`config.mk`:
```
export PLATFORM = sky130hd
export DESIGN_NAME = prog_loader
export DESIGN_NICKNAME = d
export VERILOG_FILES = /design/src/rtl/prog_loader.sv
export SDC_FILE = /design/constraint.sdc
export NUM_CORES = 1
export LEC_CHECK = 0
export CORE_AREA = 5 5 113 93
export CTS_CLUSTER_SIZE = 16
export DETAILED_ROUTE_END_ITERATION = 8
export DIE_AREA = 0 0 118 98
export DONT_BUFFER_PORTS = 1
export PLACE_DENSITY = 0.43
export SLEW_MARGIN = 20
export SYNTH_ARGS = -nofsm -noshare
export SYNTH_HDL_FRONTEND = slang
export SYNTH_SLANG_ARGS = --single-unit
```
`constraint.sdc`:
```
create_clock -name clk -period 2.7 [get_ports clk]
set_clock_uncertainty 0.05 [all_clocks]
set_input_delay 0.675 -clock clk [delete_from_list [all_inputs] [get_ports clk]]
set_output_delay 0.675 -clock clk [all_outputs]
set_load 0.01 [all_outputs]
```
`src/rtl/prog_loader.sv`:
```
// Boot-time program loader: accepts a framed byte stream (length, payload, checksum),
// writes the payload into program memory, then releases the CPU and waits for halt.
module prog_loader #(
  parameter int DEPTH = 32,
  parameter int AW    = $clog2(DEPTH),
  parameter int DW    = 8
) (
  input  logic          clk,
  input  logic          rst,
  input  logic          start,
  input  logic          in_valid,
  input  logic [DW-1:0] in_data,
  output logic          in_ready,
  output logic          mem_wr,
  output logic [AW-1:0] mem_addr,
  output logic [DW-1:0] mem_din,
  output logic          cpu_hold,
  input  logic          halt,
  output logic          done,
  output logic          err,
  output logic [AW:0]   bytes_loaded,
  output logic [2:0]    dbg_state
);

  // Handshake: a byte moves on a rising edge where in_valid && in_ready; in_ready is a
  // registered state decode and never looks at in_valid, so a held byte simply waits.

  typedef enum logic [2:0] {
    IDLE = 3'd0,
    LEN  = 3'd1,
    DATA = 3'd2,
    CSUM = 3'd3,
    RUN  = 3'd4,
    DONE = 3'd5,
    ERR  = 3'd6
  } state_t;

  state_t        state, state_nxt;
  logic [AW:0]   len;
  logic [AW-1:0] cnt;
  logic [DW-1:0] sum;
  logic [DW-1:0] sum_chk;
  logic          accept;
  logic          last;
  logic          len_bad;

  assign accept    = in_valid && in_ready;
  assign last      = ({1'b0, cnt} == (len - (AW+1)'(1)));
  assign len_bad   = (in_data == '0) || (in_data > DW'(DEPTH));
  assign sum_chk   = sum + in_data;
  assign dbg_state = state;

  always_comb begin
    state_nxt = state;
    case (state)
      IDLE:      if (start)  state_nxt = LEN;
      LEN:       if (accept) state_nxt = len_bad ? ERR : DATA;
      DATA:      if (accept && last) state_nxt = CSUM;
      CSUM:      if (accept) state_nxt = (sum_chk == '0) ? RUN : ERR;
      RUN:       if (halt)   state_nxt = DONE;
      DONE, ERR: if (start)  state_nxt = LEN;
      default:   state_nxt = IDLE;
    endcase
  end

  always_ff @(posedge clk or negedge rst) begin
    if (!rst) begin
      state        <= IDLE;
      in_ready     <= 1'b0;
      cpu_hold     <= 1'b1;
      done         <= 1'b0;
      err          <= 1'b0;
      mem_wr       <= 1'b0;
      mem_addr     <= '0;
      mem_din      <= '0;
      bytes_loaded <= '0;
      len          <= '0;
      cnt          <= '0;
      sum          <= '0;
    end else begin
      state    <= state_nxt;
      // Status outputs are decoded from the next state so they line up with it.
      in_ready <= (state_nxt == LEN) || (state_nxt == DATA) || (state_nxt == CSUM);
      cpu_hold <= (state_nxt != RUN);
      done     <= (state_nxt == DONE);
      err      <= (state_nxt == ERR);
      mem_wr   <= (state == DATA) && accept;

      if (state == LEN && accept && !len_bad) begin
        len          <= in_data[AW:0];
        cnt          <= '0;
        sum          <= in_data;
        bytes_loaded <= '0;
      end

      if (state == DATA && accept) begin
        mem_addr     <= cnt;
        mem_din      <= in_data;
        // Hold cnt on the final byte so it never runs past DEPTH-1.
        cnt          <= last ? cnt : cnt + AW'(1);
        bytes_loaded <= bytes_loaded + (AW+1)'(1);
        sum          <= sum_chk;
      end
    end
  end

endmodule

```
==> impl_metrics.toml, run 1 <==
[status]
status = "finished clean"

[place]
place_congestion = 0.833
dpl_worst_slack_ns = -0.0867
place_area_um2 = 2800
io_buffers = 0
dp_hpwl_um = 4890
placed_cells = 402

[finish]
drive_gt1_share_pct = 9.97
layoutNonFillerInstCount = 410
fillers = 1011
syn_to_final_growth_pct = 12.6
multi_input_area_um2 = 1370
finalInstanceArea_um2 = 2940
fin_nets = 314
diodes = 0
register_area_um2 = 1150

[worst_setup_path]
crit_arrival_ns = 2.54
cp_max_fo = 8
required_ns = 2.80
endpoint_kind = "register"
start_kind = "input pin"
worstSetupPathType = "input pin to register"

[synth]
netlist_instances = 282
ys_types = 62
synthTopCellsByArea = "dfrtp_1, nand2_1, ha_1"
synth_edf_count = 0
post-synth-top-count-cell = "nand2_1"
post_synth.cell_area_avg_um2 = 9.26
synth-simple-area-share_pct = 23.9
synthAdderAreaFrac_pct = 5.94
synth_top_cell_by_area = "dfrtp_1"
synth-xor-area-share_pct = 2.35
ys_seq_area_share_pct = 44.2
synth.top_cell.area_share_pct = 43.1
yosysWarnings = 0
ys_ff_latch = 46
yosys-top-cells-count = "nand2_1, dfrtp_1, o21ai_0, a21oi_1"
syn_nets = 306
synth_top_family_by_area = "simple AND/OR/NAND/NOR gates"
postSynth.asyncResetShare_pct = 100
synthMuxAreaShare_pct = 2.30
synth_area_um2 = 2610
dominantRegCellSynth = "dfrtp_1"
synth-compound-area-share_pct = 17.8

[global_route]
grt_pass1_wl_um = 11100
first_global_vias = 2042
use_met2_pct = 15.4
gr-usage-met3_pct = 3.88
grt_max_degree = 47
grt.busiest_layer = "met1"
met1_usage_pct = 18.5
grt.total_usage_pct = 11.9
grt_remaining_overflow = 0
grt_antenna_before_repair = 0

[run]
cap_violations = 0

[detailed_routing]
num_vias = 2060
vias_per_cell = 5.02
final_antenna_net_count = 0
routed_wirelength_um = 6670
first_pass_iters = 4
drt-initial-drc-count = 149
drc = 0
routedWlPerCell_um = 16.3

[floorplanning]
die-area_um2 = 11600
die_y_um = 98
row_count = 32
start_util_pct = 27.9
core_um2 = 9370
io_pins = 40
dieWidth_um = 118

[timing]
finalSetupViolCount = 0
fin_crit_ns = 2.44
max_freq_mhz = 410
rsz0062_at_grt = "no"
setup_slack_ns = 0.263
finalMaxSlewViolations = 0
finalCritPeriodShare_pct = 90.3
tns_ns = 0
hold_viol = 0
tightest_slew_ns = 0.595
slew_headroom_pct = 60.1

[clocking]
clkLatencyLatePin_ns = 0.29
cts_tree = "built"
hold_buffers = 0
clock_path_buffers = 2
root_buffer = "clkbuf_16"
cts.reportedPaths.clkPinSlew_ns = 0.06
cts_htree_levels = 2
cts_buffers = 5
cts_sinks = 46

[power_and_ir_drop]
swShare_pct = 39.7
pwr-share-comb_pct = 38.6
p_per_area_nw_per_um2 = 1010
p_seq_share_pct = 41.4
power_leakage_nw = 1.34
internal-power_mw = 1.79
finalPower_mw = 2.97
p_switching_mw = 1.18
irDropWorstVdd_uv = 406
p_clk_share_pct = 20.0

[min_path]
hp-class = "input pin to async pin"
==> power groups by stage <==
| stage | logic, mW | registers [mW] | clock network (mW) |
|---|---|---|---|
| finish | 1.15 | 1.23 | 0.592 |
| global route | 1.31 | 1.27 | 0.646 |
| CTS | 1.14 | 1.24 | 0.618 |
| detailed placement | 1.14 | 1.25 | 0 |
| global placement | 1.13 | 1.25 | 0 |
| floorplan | 0.877 | 1.16 | 0 |
==> routing by layer <==
metal  vias to the layer above  routed length (um)
met5                         -                   0
met4                         0                  70
met3                         7                 430
met2                        53                2510
met1                       971                3660
li1                       1029                   -
==> timing repair <==
action | CTS | global route
resized for setup | 0 | 1
buffers inserted | 0 | 0
setup endpoints to repair | 0 | 3
==> registers in the layout (all words and copies together) (netlist names) <==
signal and cells:
mem_din 8, sum 8, bytes_loaded 6, len 6, cnt 5, mem_addr 5, dbg_state 3, cpu_hold 1
done 1, err 1, in_ready 1, mem_wr 1
==> cell families (layout without fill, tap and decap cells) <==
logic type	Yosys count	in the layout
and+or+nand+nor	123	123
AOI/OAI and AO/OA	67	67
DFF	46	46
buffers and inverters	21	30
adders and majority gates	12	12
xor gates and xnor gates	7	7
muxes	6	6
==> area by class of cell <==
class,instances,share of cell area (%)
tap,119,5.07
inverter,9,1.15
clock buffer,8,4.64
timing repair buffer,13,3.32
multi-input combinational,215,46.6
sequential,46,39.2
==> worst max-delay path, cell delays in order <==
cell	delay [ns]
ha_1	0.21
fa_1	0.42
a211oi_1	0.32
o21ba_2	0.21
o211ai_1	0.10
a2111oi_2	0.37
buf_4	0.18
a211oi_1	0.06
==> cell usage in the layout, fill, tap and decap left out, types with 3 or more instances in the layout <==
master | netlist | routed
a211oi_1 | 3 | 3
a21o_1 | 5 | 5
a21oi_1 | 12 | 12
a31oi_1 | 4 | 4
buf_4 | 1 | 13
clkbuf_1 | 7 | 3
clkbuf_16 | 0 | 5
dfrtp_1 | 45 | 45
ha_1 | 10 | 10
inv_1 | 8 | 8
mux2i_1 | 6 | 6
nand2_1 | 66 | 66
nand2b_1 | 3 | 3
nand3_1 | 10 | 10
nor2_1 | 7 | 7
nor2b_1 | 5 | 5
nor3b_1 | 4 | 4
o211ai_1 | 4 | 4
o21ai_0 | 14 | 14
o21ai_1 | 3 | 3
or3_1 | 6 | 6
xor2_1 | 6 | 6
==> through the flow <==
| step | util [%] | hold slack [ns] |
|---|---|---|
| after floorplan | - | 0.329 |
| after global routing | 31.4 | 0.0110 |
| final | 31.4 | 0.0280 |
| after detailed placement | 29.9 | 0.331 |
| after CTS | 31.3 | 0.0177 |
| after global placement | 29.9 | 0.331 |
==> final timing paths <==
kind                             from        to  slack (ns)  depth (start not counted)
max in group asynchronous         rst  cpu_hold        2.39                          0
min reg2reg                    sum[3]    sum[3]        0.43                          1
min                               rst    mem_wr        0.03                          0
max                        in_data[0]       err        0.26                          8
max reg2reg                    sum[0]       err        0.26                          8
min in group clk               sum[3]    sum[3]        0.43                          1
(Power assumes the default switching activity.)
==> run 2: changes to the inputs <==
- SLEW_MARGIN: 20 -> default
==> results of run 2 <==
No change in the layout: final DEF, timing and power equal those of run 1.
==> run 3: changes to the inputs <==
- CORE_AREA: 5 5 113 93 -> 2 2 110 90
- DIE_AREA: 0 0 118 98 -> 0 0 112 92
- SKIP_CTS_REPAIR_TIMING: default -> 1
- SLEW_MARGIN: default -> 15
==> impl_metrics.toml, run 3 (synthesis gave the netlist of run 1 again) <==
[detailed_routing]
drt-initial-drc-count = 144
first_pass_iters = 4
drc = 0
routedWlPerCell_um = 16.1
vias_per_cell = 5.10
final_antenna_net_count = 0
routed_wirelength_um = 6630
num_vias = 2100

[power_and_ir_drop]
internal-power_mw = 1.82
finalPower_mw = 3.01
pwr-share-comb_pct = 38.9
power_leakage_nw = 1.36
p_switching_mw = 1.19
p_clk_share_pct = 20.8
swShare_pct = 39.5
p_per_area_nw_per_um2 = 1010
p_seq_share_pct = 40.3
irDropWorstVdd_uv = 414

[clocking]
cts_sinks = 46
clkLatencyLatePin_ns = 0.29
clock_path_buffers = 2
root_buffer = "clkbuf_16"
cts_buffers = 5
cts_htree_levels = 2
cts.reportedPaths.clkPinSlew_ns = 0.06
cts_tree = "built"

[worst_setup_path]
slowest_stage = "dfrtp_1"
crit_chain = "ha_1, fa_1, a211oi_1, o21ba_2, o211ai_1, a2111oi_2, buf_4, a211oi_1"
required_ns = 2.81
setup.worst_path.start = "sum[0]"
path_common_cell = "a211oi_1"
reg2reg_from = "sum[0]"
endpoint_kind = "register"
start_kind = "register"
worstSetupPathType = "register to register"
crit_arrival_ns = 2.49
cp_max_fo = 3
cpPeakStageDelay_ns = 0.40

[global_route]
first_global_vias = 2080
grt_remaining_overflow = 0
grt_pass1_wl_um = 11000
grt_max_degree = 47
grt_antenna_before_repair = 0
grt.total_usage_pct = 13.6

[timing]
tightest_slew_ns = 0.629
hold_viol = 0
max_freq_mhz = 419
slew_headroom_pct = 57.9
finalCritPeriodShare_pct = 88.4
rsz0062_at_grt = "no"
finalSetupViolCount = 0
finalMaxSlewViolations = 0
hold_ws_ns = 0.0293
setup_slack_ns = 0.314
fin_crit_ns = 2.39

[finish]
multi_input_area_um2 = 1370
register_area_um2 = 1150
top_regs = "mem_din: 8 flops, sum: 8 flops"
layoutNonFillerInstCount = 412
fillers = 1007
drive_gt1_share_pct = 11.3
syn_to_final_growth_pct = 13.6
layout_common_cells = "nand2_1, dfrtp_1, buf_4, o21ai_0, a21oi_1"
fin_nets = 316
finalInstanceArea_um2 = 2970
final_common_cell = "nand2_1"
diodes = 0

[floorplanning]
start_util_pct = 27.9
dieWidth_um = 112
io_pins = 40
row_count = 32
core_um2 = 9370
die-area_um2 = 10300
die_y_um = 92

[min_path]
hp-class = "input pin to async pin"

[place]
io_buffers = 0
dp_hpwl_um = 4880
placed_cells = 404
place_area_um2 = 2810
dpl_worst_slack_ns = -0.0555
place_congestion = 0.750

[run]
cap_violations = 0

[status]
status = "finished clean"
-- run 3: changes by cell type in the layout (fill, tap and decap cells not counted), sizes merged --
cell | previous run | this run
buf | 13 | 15
clkbuf | 8 | 7
clkinv | 0 | 1
-- run 3: final timing paths --
kind                             to  slack (ns)  depth (start not counted)
min in group clk             sum[3]        0.43                          1
hold reg to reg              sum[3]        0.43                          1
hold / removal               mem_wr        0.03                          0
setup reg to reg                err        0.31                          8
max in group asynchronous  cpu_hold        2.40                          0
setup / recovery                err        0.31                          8
-- run 3: layer usage --
metal / GRT usage, % / vias to the layer above / part of all wire [%]
li1: - / 1040 / -
met1: 19.8 / 995 / 52
met2: 19.6 / 58 / 41
met3: 4.43 / 7 / 6.4
met4: 3.35 / 0 / 1.0
met5: 0 / - / 0
-- run 3: cell type report --
cell class                      instances  share of cell area [%]
Clock buffer                            7                    4.81
Sequential cell                        46                    38.9
Inverter                                9                    1.14
Clock inverter                          1                   0.169
Multi-Input combinational cell        215                    46.2
Tap cell                              119                    5.02
Timing Repair Buffer                   15                    3.80
-- run 3: through the flow --
step	TNS, ns	util [%]
global route	0	31.7
CTS	0	31.6
finish	0	31.7
detailed placement	-0.132	30.0
global placement	-0.0373	30.0
floorplan	0	-
-- run 3: critical path: cells and delay by family (launching register included) --
kind / cells / cell delay, ns
AO/OA/AOI/OAI: 5 / 1.01
adder cells (fa/ha/maj): 2 / 0.62
buffers and inverters: 1 / 0.18
flip-flops: 1 / 0.40
-- run 3: power by group through the flow --
stage	sequential (mW)	combinational, mW	clock (mW)
after CTS	1.22	1.16	0.649
final	1.21	1.17	0.626
after floorplan	1.16	0.877	0
after global routing	1.25	1.34	0.683
after detailed placement	1.23	1.16	0
after global placement	1.23	1.15	0
